<file path="src/rtl/bank_burst_ctrl.sv">
// Burst initiator for one Bank: accepts read/write commands, issues BL wrapped column beats after CWL/CL.
// Optional burst chop (BL/2 beats, cmd_bc port) is enabled by defining BANK_BURST_CHOP_EN.
module bank_burst_ctrl #(
    parameter int DEVICE_WIDTH = 4,
    parameter int COLWIDTH     = 10,
    parameter int CHWIDTH      = 5,
    parameter int BL           = 8,
    parameter int CL           = 5,
    parameter int CWL          = 4
) (
    input  logic                    clk,
    input  logic                    reset,
    input  logic                    cmd_valid,
    output logic                    cmd_ready,
    input  logic                    cmd_wr,
    input  logic [CHWIDTH-1:0]      cmd_row,
    input  logic [COLWIDTH-1:0]     cmd_col,
`ifdef BANK_BURST_CHOP_EN
    input  logic                    cmd_bc,
`endif
    input  logic [DEVICE_WIDTH-1:0] wdata,
    output logic                    wr_data_req,
    output logic [DEVICE_WIDTH-1:0] rdata,
    output logic                    rdata_valid,
    output logic                    bank_rd_o_wr,
    output logic [DEVICE_WIDTH-1:0] bank_dqin,
    input  logic [DEVICE_WIDTH-1:0] bank_dqout,
    output logic [CHWIDTH-1:0]      bank_row,
    output logic [COLWIDTH-1:0]     bank_column
);

    localparam int BW     = $clog2(BL) + 1;
    localparam int MAXLAT = (CL > CWL) ? CL : CWL;
    localparam int LATW   = $clog2(MAXLAT + 1);

    localparam logic [2:0] IDLE     = 3'd0;
    localparam logic [2:0] WR_WAIT  = 3'd1;
    localparam logic [2:0] WR_BURST = 3'd2;
    localparam logic [2:0] RD_WAIT  = 3'd3;
    localparam logic [2:0] RD_BURST = 3'd4;

    logic [2:0]                state_q, state_d;
    logic [LATW-1:0]           lat_q, lat_d;
    logic [BW-1:0]             beat_q, beat_d;
    logic [CHWIDTH-1:0]        row_q, row_d;
    logic [COLWIDTH-1:0]       col_q, col_d;
    logic                      rvalid_q;
    logic [DEVICE_WIDTH-1:0]   rhold_q;
    logic                      bc_q;
    logic                      accept;
    logic [BW-1:0]             last_beat;
    logic [COLWIDTH-1:0]       wrap_mask;

    assign accept = cmd_valid && (state_q == IDLE);

`ifdef BANK_BURST_CHOP_EN
    always_ff @(posedge clk or posedge reset) begin
        if (reset) begin
            bc_q <= 1'b0;
        end else if (accept) begin
            bc_q <= cmd_bc;
        end
    end
`else
    assign bc_q = 1'b0;
`endif

    assign last_beat = bc_q ? BW'(BL/2 - 1) : BW'(BL - 1);
    assign wrap_mask = bc_q ? COLWIDTH'(BL/2 - 1) : COLWIDTH'(BL - 1);

    always_comb begin
        state_d = state_q;
        lat_d   = lat_q;
        beat_d  = beat_q;
        row_d   = row_q;
        col_d   = col_q;
        case (state_q)
            IDLE: begin
                if (accept) begin
                    row_d  = cmd_row;
                    col_d  = cmd_col;
                    beat_d = '0;
                    if (cmd_wr) begin
                        if (CWL == 1) begin
                            state_d = WR_BURST;
                        end else begin
                            state_d = WR_WAIT;
                            lat_d   = LATW'(CWL - 2);
                        end
                    end else begin
                        if (CL == 2) begin
                            state_d = RD_BURST;
                        end else begin
                            state_d = RD_WAIT;
                            lat_d   = LATW'(CL - 3);
                        end
                    end
                end
            end
            WR_WAIT, RD_WAIT: begin
                if (lat_q == '0) begin
                    state_d = (state_q == WR_WAIT) ? WR_BURST : RD_BURST;
                end else begin
                    lat_d = lat_q - LATW'(1);
                end
            end
            WR_BURST, RD_BURST: begin
                if (beat_q == last_beat) begin
                    state_d = IDLE;
                    beat_d  = '0;
                end else begin
                    beat_d = beat_q + BW'(1);
                end
            end
            default: state_d = IDLE;
        endcase
    end

    always_ff @(posedge clk or posedge reset) begin
        if (reset) begin
            state_q  <= IDLE;
            lat_q    <= '0;
            beat_q   <= '0;
            row_q    <= '0;
            col_q    <= '0;
            rvalid_q <= 1'b0;
            rhold_q  <= '0;
        end else begin
            state_q  <= state_d;
            lat_q    <= lat_d;
            beat_q   <= beat_d;
            row_q    <= row_d;
            col_q    <= col_d;
            rvalid_q <= (state_q == RD_BURST);
            rhold_q  <= rdata;
        end
    end

    // Bank output is already registered, so rdata passes it through during the valid beat and holds otherwise.
    assign rdata        = rvalid_q ? bank_dqout : rhold_q;
    assign rdata_valid  = rvalid_q;
    assign cmd_ready    = (state_q == IDLE);
    assign wr_data_req  = (state_q == WR_BURST);
    assign bank_rd_o_wr = (state_q == WR_BURST);
    assign bank_dqin    = wdata;
    assign bank_row     = row_q;
    assign bank_column  = (col_q & ~wrap_mask) | ((col_q + COLWIDTH'(beat_q)) & wrap_mask);

endmodule

</file>
<file path="config.mk">
export PLATFORM = sky130hd
export DESIGN_NAME = bank_burst_ctrl
export DESIGN_NICKNAME = d
export VERILOG_FILES = /design/src/rtl/bank_burst_ctrl.sv
export SDC_FILE = /design/constraint.sdc
export NUM_CORES = 1
export LEC_CHECK = 0
export CELL_PAD_IN_SITES_DETAIL_PLACEMENT = 0
export CELL_PAD_IN_SITES_GLOBAL_PLACEMENT = 2
export CORE_UTILIZATION = 30
export DETAILED_ROUTE_END_ITERATION = 10
export GPL_ROUTABILITY_DRIVEN = 0
export HOLD_SLACK_MARGIN = 0.02
export MAX_ROUTING_LAYER = met4
export PLACE_DENSITY_LB_ADDON = 0.05
export SYNTH_ARGS = -nofsm -noshare
export SYNTH_HDL_FRONTEND = slang
export SYNTH_SLANG_ARGS = --single-unit
</file>
<file path="constraint.sdc">
create_clock -name clk -period 3.55 [get_ports clk]
set_clock_uncertainty 0.15 [all_clocks]
set_input_delay 0.355 -clock clk [delete_from_list [all_inputs] [get_ports clk]]
set_output_delay 0.355 -clock clk [all_outputs]
set_load 0.005 [all_outputs]
</file>
Word level (Yosys, flattened, before mapping)
Cells that the tools add are included.
{ "totals": {"output_inout_bits": 27, "regBits": 30, "elab_cells": 44, "input_bits": 27} }
{ "op_classes": {"bitwise": 1, "mux": 13, "add_sub_neg": 3, "n_reduce_logical": 11, "eq_ne": 9} }
{ "ops": {"columns": ["operator", "count"], "rows": [
  ["$mux W3", 6],
  ["$mux W4", 3],
  ["$or A10 B3 Y10", 1],
  ["$pmux W3 S3", 1],
  ["$pmux W4 S2", 1],
  ["$eq A3 B2 Y1 const B", 2],
  ["$logic_not A3 Y1", 2],
  ["$ne A2 B2 Y1 const B", 3],
  ["$pmux W3 S2", 1],
  ["$reduce_and A3 Y1", 2],
  ["$add A4 B1 Y4 const B", 1],
  ["$eq A4 B3 Y1 const B", 1],
  ["$reduce_and A2 Y1", 2],
  ["$reduce_bool A2 Y1", 2],
  ["$reduce_or A2 Y1", 2],
  ["$add A3 B3 Y3", 1],
  ["$eq A3 B1 Y1 const B", 1],
  ["$eq A3 B3 Y1 const B", 1],
  ["$sub A3 B1 Y3 const B", 1],
  ["$mux W2", 1],
  ["$ne A2 B1 Y1 const B", 1],
  ["$logic_and A1 B1 Y1", 1]
]} }

Depth between registers and ports, before layout
{ "logic_depth": {"depth_word": 4, "mapped_depth": 6, "depth_no_buf": 5} }

Least setup slack after synthesis
Ideal clock, no wire load.
{ "synth_path": {"kind": "register to output", "from": "register beat_q[0]", "to": "output port bank_column[2]", "t_arrival_ns": 1.282, "setup_slack_ns": 1.763, "path_stages_with_launch": 5, "required_ns": 3.045, "n_path_buf": 0, "path_cell_list": "dfrtp_1 ha_1 fa_1 xnor2_1 xnor2_1"} }
{ "synth_via": {"elab_chain_cells": 2} }
{ "synth_rtl": {"columns": ["element", "line", "rtl"], "rows": [
  ["start, declared", "44", "logic [BW-1:0] beat_q, beat_d;"],
  ["start signal, assigned", "131", "beat_q <= beat_d;"],
  ["$add A3 B3 Y3", "147", "assign bank_column = (col_q & ~wrap_mask) | ((col_q + COLWIDTH'(beat_q)) & wrap_mask);"],
  ["$or A10 B3 Y10", "147", null],
  ["end, declared", "29", "output logic [COLWIDTH-1:0] bank_column"]
]} }
No other way between the ends.

Worst setup path in the final report
Same ends and word-level chain as after synthesis.

==> run summary <==
Most used standard cell by instance count after synthesis -> sky130_fd_sc_hd__dfrtp_1
Estimated wirelength of the detail-placed design -> 2.33 mm
Area growth from synthesis to layout -> 32.7%
Die ar. -> 5420 um2
Die H -> 73.6 um
Quantity of I/O buffers inserted on ports -> 45
Number of placement rows -> 25
Net count reported at finish -> 192
Max-Slew Margin vs Limit -> 0.626
Count of routing violations after the opening detailed-route iteration -> 52
Total standard cell area after synthesis -> 1540 um2
Total leakage power -> 0.882 nW
Final clock period utilization by the worst path -> 0.747
Category of the critical setup timing path -> flip-flop to output pin
Measured slew at the worst slew-check pin -> 0.560 ns
Switch share -> 0.316
Instance count after placement with tap cells included -> 220
Max-capacitance violation count -> 0
Per-cell routed wire length -> 13.9 um
Pre-CTS setup slack -> 1.14 ns
Cells after synthesis -> 123
Top cell type by total area after synthesis -> sky130_fd_sc_hd__dfrtp_1
Top fanout value on the critical path -> 4
Number of flops mapped to enable cells by yosys -> 0
Largest net degree at the start of global routing -> 18
Least setup slack across all paths after layout -> 0.900 ns
Clk Latency, worst-skew pair -> 0.28 ns
Filler cell count -> 478
Max Slew Vio Count -> 0
Combinational fraction of design power -> 0.494
Clock group share of total power -> 0.148
Number of standard cells in the final layout excluding fillers -> 226
CTS Sinks -> 30
Diode count -> 0
Placed cell area -> 1960 um2
Number of global-route vias before repair -> 1043
Hold Vio Cnt, Final -> 0
Class of the tightest hold or removal check -> input port to async pin
Initial Util -> 0.319
Via count -> 1020
Critical path launch point type -> flip-flop
Ratio of cells with drive above 1 in the final layout -> 0.182
Count of unresolved DRC violations after routing -> 0
Outcome -> complete, no violations
Unrepaired setup endpoints after global routing -> no
Core utilization of the finished layout -> 0.424
Setup TNS -> 0 ns
Floorplan core area -> 4820 um2
Top achievable clock speed -> 0.377 GHz
Post-synthesis sequential element count -> 30
Post-synth top area share -> 0.488
Initial antenna violation count -> 0
Share of power burned in registers -> 0.359
Kind of end point of the critical path -> output pin
Synth top cells by count -> sky130_fd_sc_hd__dfrtp_1, sky130_fd_sc_hd__buf_4, sky130_fd_sc_hd__mux2_2, sky130_fd_sc_hd__inv_1, sky130_fd_sc_hd__mux2_4
Summed area of non-filler cells in the final layout -> 2040 um2
Clock transition time at the flip-flop clock pins of the worst setup and hold paths -> 0.06 ns
Power density normalized to cell area -> 879 nW/um2
Global-route wire length before repair -> 5.14 mm
Count of nets left with antenna violations after detail routing -> 0
Arrival time of the worst setup path -> 2.15 ns
Top Ports -> 54
Aggregate routed wire length -> 3.14 mm
First drt pass iteration count -> 4
Post-synthesis cell type count -> 35
Setup Viol. Count Final -> 0
Post-CTS setup repair buffer count -> 0
Htree depth -> 2
Nets in the synthesized netlist -> 155
Internal power -> 1.23 mW
TritonCTS clock tree -> yes
Final critical delay including setup and external delays -> 2.65 ns
Worst IR drop on VDD -> 0.000333 V
Worst endpoint required time -> 3.04 ns
Overall Global Routing Usage -> 0.135
Root Buffer Master -> sky130_fd_sc_hd__clkbuf_8
Top cells by area, synth -> sky130_fd_sc_hd__dfrtp_1, sky130_fd_sc_hd__mux2_4, sky130_fd_sc_hd__mux2_2, sky130_fd_sc_hd__buf_4, sky130_fd_sc_hd__ha_1
Avg Vias per Cell -> 4.51
Global-route congestion overflow total -> 0
Fraction of registers with async set/reset -> 1.00
Inserted Clock Buffers -> 5
Hold-fix buffer count after cts -> 0
Synth Warn # -> 0
Width of the die -> 73.6 um
Number of gates resized after cts -> 0
Seq/Total Area, Yosys -> 0.488
Switching component of the power -> 568 uW
Post-synthesis average cell area -> 12.5 um2
Top_reg_cell synth -> sky130_fd_sc_hd__dfrtp_1
Number of buffers on the longest clock path -> 2
-- path summary, 6_finish.rpt --
check                      startpoint        endpoint  slack (ns)  depth (start not counted)
setup / recovery            beat_q[0]  bank_column[2]        0.90                          5
hold / removal                  reset        col_q[5]        0.28                          2
setup reg to reg           state_q[1]        col_q[6]        1.76                          3
hold reg to reg            rhold_q[0]      rhold_q[0]        0.35                          1
max in group asynchronous       reset       beat_q[1]        2.33                          3
min in group clk           rhold_q[0]      rhold_q[0]        0.35                          1
-- per-stage QoR --
step	hold slack (ns)	total power, mW
2_1_floorplan	0.296	1.20
3_3_place_gp	0.330	1.52
3_5_place_dp	0.335	1.55
4_1_cts	0.301	1.83
5_1_grt	0.335	1.95
6_report	0.279	1.80
-- sequential cells by signal, summed over array words and instances (netlist names) --
register	flops
lat_q	3
rdata_valid	1
beat_q	4
state_q	3
col_q	10
rhold_q	4
bank_row	5
-- routing by layer --
layer / wire (um) / vias to the layer above / GRT usage
li1: - / 479 / -
met1: 1390 / 499 / 0.173
met2: 1500 / 32 / 0.194
met3: 180 / 10 / 0.0453
met4: 62 / 0 / 0.0598
met5: 0 / - / -
-- worst max-delay path, cell delays in order, from the launching register on --
cell and delay [ns]:
sky130_fd_sc_hd__dfrtp_1 0.41, sky130_fd_sc_hd__ha_1 0.22, sky130_fd_sc_hd__fa_1 0.38, sky130_fd_sc_hd__xnor2_1 0.20
sky130_fd_sc_hd__xnor2_1 0.14, sky130_fd_sc_hd__clkdlybuf4s50_1 0.52
-- placed cells by master, fill, tap and decap left out, drive strengths merged --
cell type      instances
clkdlybuf4s50         45
dfrtp                 30
mux2                  20
inv                   10
clkbuf                 6
xnor2                  5
a21oi                  5
ha                     4
nor2                   3
nor3                   2
a22o                   2
mux2i                  2
nand3                  2
or2b                   2
o22ai                  2
o21ai                  2
buf                    2
nor4b                  2
and3b                  1
o31ai                  1
nand2                  1
o2bb2ai                1
o21a                   1
nor2b                  1
nand2b                 1
and2                   1
o221ai                 1
o311ai                 1
or3                    1
nand4                  1
fa                     1
-- final cells by class --
cell class              count  area [um2]  share of cell area
clock buffers               6        82.6              0.0404
inverters                  10        37.5              0.0184
multi-input cells          66         622               0.305
flip-flops and latches     30         751               0.368
well taps                  67        83.8              0.0411
repair buffers             47         465               0.228
-- power groups by stage --
stage,Clock [mW],Combinational (mW),Sequential (mW)
after floorplan,0,0.614,0.591
after global placement,0,0.880,0.642
after detailed placement,0,0.901,0.649
after CTS,0.277,0.906,0.645
after global routing,0.299,0.978,0.671
final,0.265,0.886,0.644
-- logic make-up (layout without fill, tap and decap cells) --
family / count (synthesis) / after routing / synth area share
flops: 30 / 30 / 0.488
buf+inv: 27 / 63 / 0.108
mux: 22 / 22 / 0.181
simple gates: 18 / 18 / 0.0797
compound gates: 16 / 16 / 0.0691
fa+ha+maj: 5 / 5 / 0.0455
xor+xnor: 5 / 5 / 0.0285
No activity file was read; power rests on OpenSTA's default activity.
==> edit, RTL diff (same settings) <==
`rhold_q` no longer has a reset.
--- a/src/rtl/bank_burst_ctrl.sv
+++ b/src/rtl/bank_burst_ctrl.sv
@@ -124,7 +124,6 @@
             row_q    <= '0;
             col_q    <= '0;
             rvalid_q <= 1'b0;
-            rhold_q  <= '0;
         end else begin
             state_q  <= state_d;
             lat_q    <= lat_d;
@@ -132,8 +131,11 @@
             row_q    <= row_d;
             col_q    <= col_d;
             rvalid_q <= (state_q == RD_BURST);
-            rhold_q  <= rdata;
         end
+    end
+
+    always_ff @(posedge clk) begin
+        rhold_q <= rdata;
     end
 
     // Bank output is already registered, so rdata passes it through during the valid beat and holds otherwise.
Formal check against the unedited RTL: differs if reset is asserted again (counterexample within 10 cycles, from zero or initial values and one cycle with reset high); with reset held inactive, the same outputs for 10 cycles.
==> edit against the original RTL <==
  * First-iteration DRC count shrank 23%
  * Design area grew 0.55%
  * Die area grew 0.87%
  * Routed wire length shrank 4.4%
  * Setup slack gained 41 ps
  * Largest power group unchanged
  * Via count shrank 2.2%
  * Sequential share of layout area shrank 1.2 points
  * Critical endpoint unchanged
  * Power grew 7.0%
  * Sequential cell count is the same
  * Worst hold slack gained 47 ps
  * Count of clock-buffer cells in the layout grew 1
  * Area after synthesis grew 0.89%
==> edit: results (changes against the original RTL) <==
| Metric | Value |
|---|---|
| Status | `completed` |
| CTS root buffer | `clkbuf_8` |
| Latest clock arrival within the worst-skew pair | `280 ps (about the same)` |
| CP Capture Point | `bank_column[2]` |
| Synth async-reset ratio | `86.67% (-13 points)` |
| Number of global-route vias before repair | `961 (-7.9%)` |
| Sequential area share after synthesis | `47.06% (-1.7 points)` |
| Commonest cells post-synth | `dfrtp_1, buf_4, mux2_2, mux2_4, inv_1` |
| Nets | `188 (-2.1%)` |
| Total track usage | `12.07% (-1.5 points)` |
| Ant diodes | `0 (unchanged)` |
| H-tree levels | `2 (unchanged)` |
| Worst setup path startpoint | `beat_q[0]` |
| Final cell count without fillers | `224 (-0.88%)` |
| Reg clk slew, reported paths | `60 ps (about the same)` |
| WP data arrival | `2100 ps (-50 ps)` |
| Placed inst area | `0.001937 mm² (-1.1%)` |
| Layout cell share with drive strength beyond 1 | `18.47% (+0.23 points)` |
| Prevailing post-synth register cell | `dfrtp_1` |
| Hold WC Path Type | `register to register` |
| # fillers | `461 (-3.6%)` |
| Final HPWL DP | `2.078 mm (-11%)` |
| Reg2Reg Depth | `3 (unchanged)` |
| Port Buf Inserts | `45 (unchanged)` |
| Leak | `0.0008517 µW (-3.4%)` |
| Setup slack, reg-to-reg | `1760 ps (about the same)` |
| Largest Register | `col_q` |
| DR iter-0 viols | `40 (-23%)` |
| Post-CTS Setup Inserts | `0 (unchanged)` |
| Number of detailed-route iterations in the first pass | `2 (-2)` |
| Syn Inst Count | `122 (-0.81%)` |
| Max reg flops | `10 (unchanged)` |
| Pin count of the biggest net entering global routing | `27 (+9)` |
| Total number of yosys warnings | `0 (unchanged)` |
| Initial antenna violation count | `0 (unchanged)` |
| Crit path max fanout | `4 (unchanged)` |
| Synth area leaders | `dfrtp_1, mux2_4, mux2_2` |
| Worst slew margin | `33.05% (-30 points)` |
| Syn nets | `154 (-0.65%)` |
| Post-DR wirelength/cell | `13.39 µm (-3.6%)` |
| Synth cell types | `38 (+8.6%)` |
| CTS resizes | `0 (unchanged)` |
| Vias/cell | `4.455 (-1.3%)` |
| Worst r2r src | `state_q[1]` |
| Hold buffer count at CTS | `0 (unchanged)` |
| Clock Tree Buf Depth | `2 (unchanged)` |
| Slew Limit Fails | `0 (unchanged)` |
| First-pass GRT wire length | `4.671 mm (-9.1%)` |
| Worst vdd ir | `0.0003231 V (-3.1%)` |
| CTS buffer count | `5 (unchanged)` |
| FF-to-FF End | `col_q[5]` |
## edit: layout make-up
class	count	area, µm²	share of cell area (%)
sequential	30	730.7	35.59
multi-input combinational	68	649.4	31.63
timing repair buffer	45	450.4	21.94
clock buffer	7	86.33	4.205
tap	67	83.83	4.083
clock inverter	1	30.03	1.463
inverter	6	22.52	1.097
## edit: worst min-delay path by stage
stage	from	to	slack [ps]	depth (start not counted)
after floorplan	reset	bank_row[0]	250	1
after global placement	rhold_q[3]	rhold_q[3]	310	1
after detailed placement	rhold_q[0]	rhold_q[0]	310	1
after CTS	rhold_q[2]	rhold_q[2]	330	1
after global routing	rhold_q[0]	rhold_q[0]	340	1
final	rhold_q[2]	rhold_q[2]	330	1
## edit: kinds of logic after synthesis
kind of cell,synth area share [%]
AOI/OAI and AO/OA,8.623
muxes,18.21
buffers and inverters,11.12
adders and majority gates,4.513
and+or+nand+nor,7.656
DFF,47.06
xor gates and xnor gates,2.820
## edit: per-stage QoR
step,hold WS (ps),worst slack [ps]
6_report,327.0,940.2
3_3_place_gp,306.4,1236
3_5_place_dp,314.1,1223
4_1_cts,331.0,912.8
5_1_grt,341.8,804.8
2_1_floorplan,245.0,1763
## edit: critical path, stage by stage (launching register included)
cell and delay (ps):
dfrtp_1 420, ha_1 230, fa_1 370, xnor2_1 170
xnor2_1 130, clkdlybuf4s50_1 510
## edit: routing by layer
layer / wire [µm] / part of all wire (%) / GRT usage, % / vias to the layer above
li1: - / - / - / 476
met2: 1330 / 44 / 16.57 / 39
met5: 0 / 0 / - / -
met4: 48 / 1.6 / 7.265 / 0
met3: 226 / 7.5 / 4.336 / 6
met1: 1394 / 46 / 15.05 / 477
## edit: report_power, final
group          switching (µW)  internal [µW]  total (µW)
Clock                     130            229         358
Combinational             301            604         905
Sequential                154            503         657
